===== config.mk =====
export PLATFORM = sky130hd
export DESIGN_NAME = ex_mem_stage_flat
export DESIGN_NICKNAME = d
export VERILOG_FILES = /design/src/rtl/ex_mem_stage_if.sv /design/src/rtl/ex_mem_stage.sv /design/src/flat_wrapper.sv
export SDC_FILE = /design/constraint.sdc
export NUM_CORES = 1
export LEC_CHECK = 0
export ABC_AREA = 1
export ABC_CLOCK_PERIOD_IN_PS = 6400
export CAP_MARGIN = 20
export CORE_MARGIN = 4
export CORE_UTILIZATION = 56
export DETAILED_ROUTE_END_ITERATION = 6
export MAX_ROUTING_LAYER = met4
export PLACE_DENSITY_LB_ADDON = 0.05
export SKIP_CTS_REPAIR_TIMING = 1
export SYNTH_ARGS = -nofsm -noshare
export SYNTH_HDL_FRONTEND = slang
export SYNTH_SLANG_ARGS = --single-unit

===== constraint.sdc =====
create_clock -name clk -period 6.4 [get_ports clk]
set_clock_uncertainty 0.15 [all_clocks]
set_input_delay 0.64 -clock clk [delete_from_list [all_inputs] [get_ports clk]]
set_output_delay 0.64 -clock clk [all_outputs]
set_load 0.05 [all_outputs]

===== src/rtl/ex_mem_stage_if.sv =====
// EX/MEM stage bus: EX-stage operands/controls, WB feedback, ID hazard indices,
// and the registered MEM-stage outputs plus the load-use stall request.
interface ex_mem_stage_if #(
  parameter int unsigned W = 32
);
  // EX-stage operands and indices
  logic [W-1:0] rd1;
  logic [W-1:0] rd2;
  logic [4:0]   rs_e;
  logic [4:0]   rt_e;
  logic [4:0]   rd_e;
  logic [W-1:0] off_e;
  // EX-stage controls
  logic         RegWrite_e;
  logic         RegDSt_e;
  logic         ALUsrc_e;
  logic         MemRead_e;
  logic         MemWrite_e;
  logic         MemtoReg_e;
  logic [3:0]   aluC_e;
  // WB-stage feedback
  logic [W-1:0] wb_data;
  logic [4:0]   wreg_w;
  logic         RegWrite_w;
  // ID-stage indices for load-use detection
  logic [4:0]   rs_d;
  logic [4:0]   rt_d;
  // MEM-stage registered outputs
  logic [W-1:0] alu_m;
  logic [W-1:0] wdata_m;
  logic [4:0]   wreg_m;
  logic         RegWrite_m;
  logic         MemRead_m;
  logic         MemWrite_m;
  logic         MemtoReg_m;
  // Load-use stall request (combinational)
  logic         stall;

  modport master (
    output rd1, rd2, rs_e, rt_e, rd_e, off_e,
           RegWrite_e, RegDSt_e, ALUsrc_e, MemRead_e, MemWrite_e, MemtoReg_e, aluC_e,
           wb_data, wreg_w, RegWrite_w, rs_d, rt_d,
    input  alu_m, wdata_m, wreg_m, RegWrite_m, MemRead_m, MemWrite_m, MemtoReg_m, stall
  );

  modport slave (
    input  rd1, rd2, rs_e, rt_e, rd_e, off_e,
           RegWrite_e, RegDSt_e, ALUsrc_e, MemRead_e, MemWrite_e, MemtoReg_e, aluC_e,
           wb_data, wreg_w, RegWrite_w, rs_d, rt_d,
    output alu_m, wdata_m, wreg_m, RegWrite_m, MemRead_m, MemWrite_m, MemtoReg_m, stall
  );
endinterface


===== src/rtl/ex_mem_stage.sv =====
// Execute stage with MEM/WB operand forwarding, ALU, EX/MEM pipeline register
// and load-use hazard detection for the instruction in ID.
module ex_mem_stage #(
  parameter int unsigned W = 32
) (
  input  logic          clk,
  input  logic          rst,
  ex_mem_stage_if.slave bus
);
  localparam logic [3:0] ALU_AND = 4'b0000;
  localparam logic [3:0] ALU_OR  = 4'b0001;
  localparam logic [3:0] ALU_ADD = 4'b0010;
  localparam logic [3:0] ALU_SUB = 4'b0110;
  localparam logic [3:0] ALU_SLT = 4'b0111;
  localparam logic [3:0] ALU_NOR = 4'b1100;

  logic [W-1:0] fwd_a;
  logic [W-1:0] fwd_b;
  logic [W-1:0] op_b;
  logic [W-1:0] alu_res;
  logic [4:0]   wreg_e;
  logic         mem_fwd_ok;
  logic         wb_fwd_ok;

  // A MEM-stage load result is not available yet, so only ALU results forward from MEM
  assign mem_fwd_ok = bus.RegWrite_m && !bus.MemtoReg_m && (bus.wreg_m != 5'd0);
  assign wb_fwd_ok  = bus.RegWrite_w && (bus.wreg_w != 5'd0);

  // Operand forwarding: MEM beats WB, register 0 never forwards
  always_comb begin
    fwd_a = bus.rd1;
    fwd_b = bus.rd2;
    if (mem_fwd_ok && (bus.wreg_m == bus.rs_e)) begin
      fwd_a = bus.alu_m;
    end else if (wb_fwd_ok && (bus.wreg_w == bus.rs_e)) begin
      fwd_a = bus.wb_data;
    end
    if (mem_fwd_ok && (bus.wreg_m == bus.rt_e)) begin
      fwd_b = bus.alu_m;
    end else if (wb_fwd_ok && (bus.wreg_w == bus.rt_e)) begin
      fwd_b = bus.wb_data;
    end
  end

  assign op_b   = bus.ALUsrc_e ? bus.off_e : fwd_b;
  assign wreg_e = bus.RegDSt_e ? bus.rd_e : bus.rt_e;

  // ALU; add/sub wrap silently, unknown codes yield zero
  always_comb begin
    alu_res = '0;
    unique case (bus.aluC_e)
      ALU_AND: alu_res = fwd_a & op_b;
      ALU_OR:  alu_res = fwd_a | op_b;
      ALU_ADD: alu_res = fwd_a + op_b;
      ALU_SUB: alu_res = fwd_a - op_b;
      ALU_SLT: alu_res = ($signed(fwd_a) < $signed(op_b)) ? W'(1) : '0;
      ALU_NOR: alu_res = ~(fwd_a | op_b);
      default: alu_res = '0;
    endcase
  end

  // Load-use hazard: the ID instruction needs the register this load is fetching
  assign bus.stall = bus.MemRead_e && (bus.rt_e != 5'd0) &&
                     ((bus.rt_e == bus.rs_d) || (bus.rt_e == bus.rt_d));

  // EX/MEM pipeline register
  always_ff @(posedge clk or posedge rst) begin
    if (rst) begin
      bus.alu_m      <= '0;
      bus.wdata_m    <= '0;
      bus.wreg_m     <= 5'd0;
      bus.RegWrite_m <= 1'b0;
      bus.MemRead_m  <= 1'b0;
      bus.MemWrite_m <= 1'b0;
      bus.MemtoReg_m <= 1'b0;
    end else begin
      bus.alu_m      <= alu_res;
      bus.wdata_m    <= fwd_b;
      bus.wreg_m     <= wreg_e;
      bus.RegWrite_m <= bus.RegWrite_e;
      bus.MemRead_m  <= bus.MemRead_e;
      bus.MemWrite_m <= bus.MemWrite_e;
      bus.MemtoReg_m <= bus.MemtoReg_e;
    end
  end
endmodule


===== src/flat_wrapper.sv =====
// flat-port wrapper written by rule: the top's interface ports become plain ports
module ex_mem_stage_flat 
#(
  parameter int unsigned W = 32
)
  (clk, rst, bus_rd1, bus_rd2, bus_rs_e, bus_rt_e, bus_rd_e, bus_off_e, bus_RegWrite_e, bus_RegDSt_e, bus_ALUsrc_e, bus_MemRead_e, bus_MemWrite_e, bus_MemtoReg_e, bus_aluC_e, bus_wb_data, bus_wreg_w, bus_RegWrite_w, bus_rs_d, bus_rt_d, bus_alu_m, bus_wdata_m, bus_wreg_m, bus_RegWrite_m, bus_MemRead_m, bus_MemWrite_m, bus_MemtoReg_m, bus_stall);
  ex_mem_stage_if #(.W(W)) bus_i ();
  input  logic clk;
  input  logic rst;
  input wire logic [$bits(bus_i.rd1)-1:0] bus_rd1;
  input wire logic [$bits(bus_i.rd2)-1:0] bus_rd2;
  input wire logic [$bits(bus_i.rs_e)-1:0] bus_rs_e;
  input wire logic [$bits(bus_i.rt_e)-1:0] bus_rt_e;
  input wire logic [$bits(bus_i.rd_e)-1:0] bus_rd_e;
  input wire logic [$bits(bus_i.off_e)-1:0] bus_off_e;
  input wire logic [$bits(bus_i.RegWrite_e)-1:0] bus_RegWrite_e;
  input wire logic [$bits(bus_i.RegDSt_e)-1:0] bus_RegDSt_e;
  input wire logic [$bits(bus_i.ALUsrc_e)-1:0] bus_ALUsrc_e;
  input wire logic [$bits(bus_i.MemRead_e)-1:0] bus_MemRead_e;
  input wire logic [$bits(bus_i.MemWrite_e)-1:0] bus_MemWrite_e;
  input wire logic [$bits(bus_i.MemtoReg_e)-1:0] bus_MemtoReg_e;
  input wire logic [$bits(bus_i.aluC_e)-1:0] bus_aluC_e;
  input wire logic [$bits(bus_i.wb_data)-1:0] bus_wb_data;
  input wire logic [$bits(bus_i.wreg_w)-1:0] bus_wreg_w;
  input wire logic [$bits(bus_i.RegWrite_w)-1:0] bus_RegWrite_w;
  input wire logic [$bits(bus_i.rs_d)-1:0] bus_rs_d;
  input wire logic [$bits(bus_i.rt_d)-1:0] bus_rt_d;
  output wire logic [$bits(bus_i.alu_m)-1:0] bus_alu_m;
  output wire logic [$bits(bus_i.wdata_m)-1:0] bus_wdata_m;
  output wire logic [$bits(bus_i.wreg_m)-1:0] bus_wreg_m;
  output wire logic [$bits(bus_i.RegWrite_m)-1:0] bus_RegWrite_m;
  output wire logic [$bits(bus_i.MemRead_m)-1:0] bus_MemRead_m;
  output wire logic [$bits(bus_i.MemWrite_m)-1:0] bus_MemWrite_m;
  output wire logic [$bits(bus_i.MemtoReg_m)-1:0] bus_MemtoReg_m;
  output wire logic [$bits(bus_i.stall)-1:0] bus_stall;
  assign bus_i.rd1 = bus_rd1;
  assign bus_i.rd2 = bus_rd2;
  assign bus_i.rs_e = bus_rs_e;
  assign bus_i.rt_e = bus_rt_e;
  assign bus_i.rd_e = bus_rd_e;
  assign bus_i.off_e = bus_off_e;
  assign bus_i.RegWrite_e = bus_RegWrite_e;
  assign bus_i.RegDSt_e = bus_RegDSt_e;
  assign bus_i.ALUsrc_e = bus_ALUsrc_e;
  assign bus_i.MemRead_e = bus_MemRead_e;
  assign bus_i.MemWrite_e = bus_MemWrite_e;
  assign bus_i.MemtoReg_e = bus_MemtoReg_e;
  assign bus_i.aluC_e = bus_aluC_e;
  assign bus_i.wb_data = bus_wb_data;
  assign bus_i.wreg_w = bus_wreg_w;
  assign bus_i.RegWrite_w = bus_RegWrite_w;
  assign bus_i.rs_d = bus_rs_d;
  assign bus_i.rt_d = bus_rt_d;
  assign bus_alu_m = bus_i.alu_m;
  assign bus_wdata_m = bus_i.wdata_m;
  assign bus_wreg_m = bus_i.wreg_m;
  assign bus_RegWrite_m = bus_i.RegWrite_m;
  assign bus_MemRead_m = bus_i.MemRead_m;
  assign bus_MemWrite_m = bus_i.MemWrite_m;
  assign bus_MemtoReg_m = bus_i.MemtoReg_m;
  assign bus_stall = bus_i.stall;
  ex_mem_stage #(.W(W)) u_core (.clk(clk), .rst(rst), .bus(bus_i));
endmodule

==> results.py, run 1 <==
metrics = {
    "sta": {
        "rsz0062_at_grt": "false",
        "drv_slew": 0,
        "relSlewSlack_pct": 33.6,
        "timing.fmax_ghz": 0.173,
        "layout_min_cycle_time_ns": 5.79,
        "tns_ns": 0,
        "hold_violations": 0,
        "fin_crit_sh_pct": 90.4,
        "worst_slew_pin_slew_ns": 0.994,
        "setup_viol": 0,
    },
    "yosys": {
        "syn_area_mm2": 0.0100,
        "synth_top_area_share_pct": 18.2,
        "synth.avg_cell_area_um2": 6.11,
        "synthTopCellsByArea": "dfrtp_1 (18%), nand2_1 (14%), ha_1 (11%)",
        "synth.most_common_cell": "nand2_1",
        "synth.distinct_cells": 51,
        "ys_ff_latch": 73,
        "yosysWarnings": 0,
        "synthTopCellsByCount": "nand2_1 (361), inv_1 (288), nor2_1 (159), nand3_1 (139), o21ai_0 (113)",
        "yosysSeqAreaShare_pct": 18.2,
        "async_flop_share_pct": 100,
        "syn_nets": 1906,
        "synth_ff_type": "dfrtp_1",
        "syn_inst": 1641,
        "synth_edf_count": 0,
        "synth_area_leader_cell": "dfrtp_1",
    },
    "clock_network": {
        "cts_num_sinks": 73,
        "cts_buffer_depth": 2,
        "clk_latency_ns": 0.36,
        "numCtsBuffers": 9,
        "cts_tree": "yes",
        "path_clk_slew_ns": 0.07,
        "ctsHtreeMaxLevel": 3,
        "cts-root-buf": "clkbuf_16",
    },
    "setup_path": {
        "crit_path_end_kind": "register",
        "worstPathArrival_ns": 5.85,
        "crit_type": "input pin to register",
        "crit_required_ns": 6.46,
        "r2r_slack_ns": 1.26,
        "path_max_fanout": 29,
        "cp_slowest_cell": "clkdlybuf4s50_1",
        "cp-start-kind": "input pin",
        "cpPeakStageDelay_ns": 0.53,
        "timing.rr.end": "u_core.bus.alu_m[19]$_DFF_PP0_",
        "rr_worst_depth": 26,
        "critPathMostFrequentCell": "nand2_1",
        "rr_startpoint": "u_core.bus.wreg_m[1]$_DFF_PP0_",
    },
    "min_path": {
        "worst_hold_path.endpoint": "u_core.bus.wdata_m[11]$_DFF_PP0_",
        "min_from": "u_core.bus.alu_m[11]$_DFF_PP0_",
        "holdPathStages": 2,
        "hp-class": "register to register",
    },
    "placement": {
        "routabilityCongestion": 1.09,
        "postPlaceCellArea_mm2": 0.0127,
        "portBuffers": 244,
        "hpwl_um": 34000,
    },
    "route": {
        "first_pass_iters": 7,
        "routedWlPerCell_um": 20.5,
        "num_vias": 12757,
        "post-route-drc-count": 5,
        "ant_nets": 0,
        "vias_per_cell": 6.09,
        "wl_um": 42900,
        "drt-initial-drc-count": 2117,
    },
    "die": {
        "core_mm2": 0.0174,
        "start_util_pct": 57.6,
        "die_h_um": 142,
        "die_w_um": 142,
        "pin_count": 245,
        "dieArea_mm2": 0.0201,
        "placementRows": 48,
    },
    "pwr": {
        "ir_worst_vdd_uv": 149,
        "power_density_mw_per_mm2": 175,
        "p_leak_nw": 6.55,
    },
    "grt": {
        "grt_pass1_vias": 11780,
        "antenna_found_initial": 2,
        "grt_max_degree": 74,
        "grt.overflow.total": 0,
        "track_usage_pct": 41.9,
        "grt_pass1_wl_um": 64500,
    },
    "finish": {
        "nets": 2128,
        "n_fill_cell": 1451,
        "final_util_pct": 74.7,
        "stdcell_area_mm2": 0.0130,
        "drive_above_1_share_pct": 6.91,
        "syn2layout_area_growth_pct": 29.8,
    },
    "flow_run": {
        "maxCapViolCount": 0,
    },
    "outcome": {
        "status": "finished with violations",
        "failed_checks": "DRC",
    },
}
worst max-delay path, delay by kind of cell:
family          cells  cell delay (ns)
compound gates      7             1.13
fa+ha+maj           2             0.63
simple gates       15             1.95
buf+inv             7             1.45
report_power, final:
part	switching (mW)	leakage (nW)	total (mW)	internal [mW]
sequential	0.0312	0.908	0.529	0.498
combinational	0.761	5.48	1.16	0.400
clock	0.231	0.159	0.585	0.354
total	1.02	6.55	2.27	1.25
cells in the final DEF, fill, tap and decap left out, types with 6 or more instances in the layout:
cell type and n:
a221oi_1 25, o21ai_0 113, inv_1 287, ha_1 92, buf_4 16, o22ai_1 13
o221ai_1 7, nand3_1 137, nand2_4 9, dfrtp_1 73, nand4_1 21, nand3b_1 6
nand2_1 361, a31oi_1 12, xnor2_1 7, o211ai_1 23, clkbuf_16 9, clkdlybuf4s50_1 244
or2_2 22, nand2_2 26, a21oi_1 98, nand3_2 16, nor2_1 158, clkinv_1 7
nor3_1 13, xor2_1 12
kinds of logic after synthesis:
group | Yosys count | share of synthesized area, %
flops | 73 | 18.2
compound gates | 317 | 18.7
simple gates | 787 | 35.9
buf+inv | 350 | 13.5
mux | 1 | 0.112
fa+ha+maj | 94 | 11.9
xor+xnor | 19 | 1.66
state kept, by name, indices dropped and copies added, names as in the netlist:
name and flops:
u_core.bus.alu_m 32, u_core.bus.wdata_m 32, u_core.bus.wreg_m 5, u_core.bus.MemRead_m 1, u_core.bus.MemWrite_m 1, u_core.bus.MemtoReg_m 1
u_core.bus.RegWrite_m 1
worst max path at each step:
stage | start | endpoint | slack [ns] | cells after the start
CTS | bus_rt_e[2] | u_core.bus.alu_m[24]$_DFF_PP0_ | 0.84 | 33
floorplan | bus_wreg_w[2] | u_core.bus.alu_m[24]$_DFF_PP0_ | 1.97 | 35
detailed placement | bus_rt_e[2] | u_core.bus.alu_m[22]$_DFF_PP0_ | 0.64 | 33
global route | bus_rt_e[2] | u_core.bus.alu_m[22]$_DFF_PP0_ | 0.19 | 33
global placement | bus_rt_e[0] | u_core.bus.alu_m[19]$_DFF_PP0_ | 0.79 | 26
finish | bus_rt_e[2] | u_core.bus.alu_m[18]$_DFF_PP0_ | 0.61 | 31
metrics by stage:
step	hold WS, ns	instances	setup WS (ns)	power, mW
floorplan	0.521	1641	1.97	1.24
global placement	0.383	2076	0.787	1.63
detailed placement	0.392	2076	0.642	1.65
CTS	0.409	2092	0.844	2.23
global route	0.446	2095	0.192	2.38
finish	0.415	2095	0.613	2.27
routing by layer:
metal  GRT usage (%)  vias to the layer above  share of wire (%)
li1                -                     5777                  -
met5               -                        -                  0
met3            8.86                      156                 14
met2            64.2                     1030                 44
met1            55.2                     5794                 38
met4            14.4                        0                4.0
final cells by class:
class                      instances  area (um^2)  share of cell area (%)
antenna                            2         5.00                  0.0385
clock buffer                      10          239                    1.84
clock inverter                     6         90.1                   0.692
inverter                         300         1130                    8.66
multi-input combinational       1218         6860                    52.7
sequential                        73         1830                    14.0
tap                              225          282                    2.16
timing repair buffer             261         2590                    19.9
No activity file was read; power rests on OpenSTA's default activity.
==> run 2, diff against run 1 <==
--- a/config.mk
+++ b/config.mk
@@ -5,11 +5,10 @@
 export SDC_FILE = /design/constraint.sdc
 export NUM_CORES = 1
 export LEC_CHECK = 0
-export ABC_AREA = 1
 export ABC_CLOCK_PERIOD_IN_PS = 6400
 export CAP_MARGIN = 20
 export CORE_MARGIN = 4
-export CORE_UTILIZATION = 56
+export CORE_UTILIZATION = 54
 export DETAILED_ROUTE_END_ITERATION = 6
 export MAX_ROUTING_LAYER = met4
 export PLACE_DENSITY_LB_ADDON = 0.05
==> run 2 against run 1 <==
The run now ends clean. Maximum frequency shrank 1.2%. Utilization shrank 0.82 points. Via count shrank 24%. Largest cell class unchanged. Synthesized area shrank 9.9%. Die area shrank 6.2%. Synthesized cell count shrank 31%. Global-route usage shrank 6.7 points. Critical path type unchanged. Total power shrank 6.0%. Worst hold slack lost 0.030 ns.
==> results.py, run 2 <==
metrics = {
    "finish": {
        "layout_commonest_cell": "clkdlybuf4s50_1",
        "n_fill_cell": 1311,
        "final_cell_mix": "clkdlybuf4s50_1 (244), nand2_1 (106), nor2_1 (93), ha_1 (92), inv_1 (90)",
        "nets": 1639,
        "drive_above_1_share_pct": 8.42,
        "syn2layout_area_growth_pct": 34.8,
        "diodes": 0,
        "final_util_pct": 73.9,
        "reg_top3": "u_core.bus.alu_m: 32 flops, u_core.bus.wdata_m: 32 flops, u_core.bus.wreg_m: 5 flops",
    },
    "route": {
        "routedWlPerCell_um": 21.0,
        "ant_nets": 0,
        "post-route-drc-count": 0,
        "vias_per_cell": 6.07,
        "first_pass_iters": 5,
        "drt-initial-drc-count": 1009,
        "wl_um": 33600,
        "num_vias": 9704,
    },
    "sta": {
        "setup_viol": 0,
        "rsz0062_at_grt": "false",
        "relSlewSlack_pct": 43.2,
        "fin_crit_sh_pct": 91.5,
        "timing.fmax_ghz": 0.171,
        "layout_min_cycle_time_ns": 5.85,
        "hold_violations": 0,
        "drv_slew": 0,
        "tns_ns": 0,
        "worst_slew_pin_slew_ns": 0.851,
    },
    "grt": {
        "grt.overflow.total": 0,
        "track_usage_pct": 35.2,
        "grt_pass1_wl_um": 50500,
        "grt_max_degree": 74,
        "antenna_found_initial": 0,
        "grt_pass1_vias": 9228,
    },
    "setup_path": {
        "worstPathArrival_ns": 5.90,
        "path_max_fanout": 17,
        "cp-start-kind": "input pin",
        "crit_path_end_kind": "register",
        "crit_type": "input pin to register",
        "crit_required_ns": 6.44,
    },
    "placement": {
        "hpwl_um": 26500,
        "portBuffers": 244,
        "routabilityCongestion": 1.02,
    },
    "clock_network": {
        "cts_num_sinks": 73,
        "clk_latency_ns": 0.35,
        "path_clk_slew_ns": 0.07,
        "cts_tree": "yes",
        "numCtsBuffers": 9,
        "ctsHtreeMaxLevel": 3,
        "cts-root-buf": "clkbuf_16",
        "cts_buffer_depth": 2,
    },
    "pwr": {
        "power_density_mw_per_mm2": 176,
        "ir_worst_vdd_uv": 130,
        "p_leak_nw": 4.99,
    },
    "die": {
        "dieArea_mm2": 0.0189,
        "die_h_um": 137,
        "die_w_um": 137,
        "placementRows": 47,
        "core_mm2": 0.0165,
        "start_util_pct": 54.8,
        "pin_count": 245,
    },
    "yosys": {
        "synth.distinct_cells": 83,
        "yosysWarnings": 0,
        "synth_ff_type": "dfrtp_1",
        "syn_nets": 1405,
        "synth.most_common_cell": "nand2_1",
        "ys_ff_latch": 73,
        "async_flop_share_pct": 100,
        "syn_inst": 1140,
        "synth_edf_count": 0,
        "yosysSeqAreaShare_pct": 20.2,
        "synth_area_leader_cell": "dfrtp_1",
        "syn_area_mm2": 0.00903,
        "synthTopCellsByCount": "nand2_1 (106), nor2_1 (95), ha_1 (92), inv_1 (91), o21ai_0 (88)",
        "synth_top_area_share_pct": 20.2,
        "synthTopCellsByArea": "dfrtp_1 (20%), ha_1 (13%), mux2i_1 (8.4%)",
        "synth.avg_cell_area_um2": 7.92,
    },
    "outcome": {
        "status": "finished clean",
    },
    "min_path": {
        "hp-class": "register to register",
    },
    "flow_run": {
        "maxCapViolCount": 0,
    },
}
## run 2: where the power goes
part	switching [mW]	internal, mW
clock	0.220	0.310
sequential	0.0338	0.498
combinational	0.640	0.438
## run 2: kinds of logic after synthesis
group,Yosys count,share of synthesized area [%]
mux,90,10.2
simple gates,316,16.4
compound gates,351,27.2
flops,73,20.2
xor+xnor,62,6.01
fa+ha+maj,94,13.2
buf+inv,154,6.79
## run 2: metal layers
layer | share of wire [%] | GRT usage, %
met5 | 0 | -
met4 | 1.9 | 8.31
met3 | 12 | 9.35
met2 | 42 | 50.9
met1 | 44 | 49.2
## run 2: layout make-up
cell class / instances / area [um^2] / share of cell area, %
tap: 220 / 275 / 2.26
timing repair buffer: 286 / 2800 / 23.0
inverter: 91 / 343 / 2.82
clock inverter: 5 / 56.3 / 0.463
sequential: 73 / 1830 / 15.0
multi-input combinational: 913 / 6630 / 54.5
clock buffer: 10 / 239 / 1.96
## run 2: worst paths after layout
path                                                 from                          endpoint  slack, ns  cells past startpoint
max reg2reg                u_core.bus.wreg_m[0]$_DFF_PP0_    u_core.bus.alu_m[30]$_DFF_PP0_       1.02                     20
min reg2reg                u_core.bus.alu_m[18]$_DFF_PP0_  u_core.bus.wdata_m[18]$_DFF_PP0_       0.38                      2
min                        u_core.bus.alu_m[18]$_DFF_PP0_  u_core.bus.wdata_m[18]$_DFF_PP0_       0.38                      2
max in group asynchronous                             rst    u_core.bus.alu_m[20]$_DFF_PP0_       4.97                      4
min in group asynchronous                             rst   u_core.bus.MemWrite_m$_DFF_PP0_       0.52                      3
max                                         bus_wreg_w[2]    u_core.bus.alu_m[30]$_DFF_PP0_       0.55                     22
## run 2: critical path, cell delays in order
cell	delay, ns
clkdlybuf4s50_1	0.48
xor2_1	0.21
or3_1	0.42
nor3_2	0.27
buf_12	0.22
mux2i_1	0.21
o21ai_0	0.11
mux2_2	0.33
ha_1	0.25
fa_1	0.46
o21bai_1	0.17
a21oi_1	0.11
o21a_1	0.17
nor2_1	0.15
and2_1	0.19
a2111oi_2	0.10
o21ai_1	0.39
nand2_1	0.24
o31ai_1	0.32
o211ai_1	0.17
xnor2_1	0.19
o21ai_1	0.08
## run 2: metrics by stage
stage	cells	area (um^2)	setup WS (ns)	power, mW	hold slack (ns)
global placement	1582	11800	0.475	1.58	0.371
CTS	1597	12100	0.634	2.12	0.390
global route	1598	12200	0.285	2.24	0.417
floorplan	1140	9030	0.677	1.20	0.521
detailed placement	1582	11800	0.322	1.59	0.374
finish	1598	12200	0.545	2.14	0.384
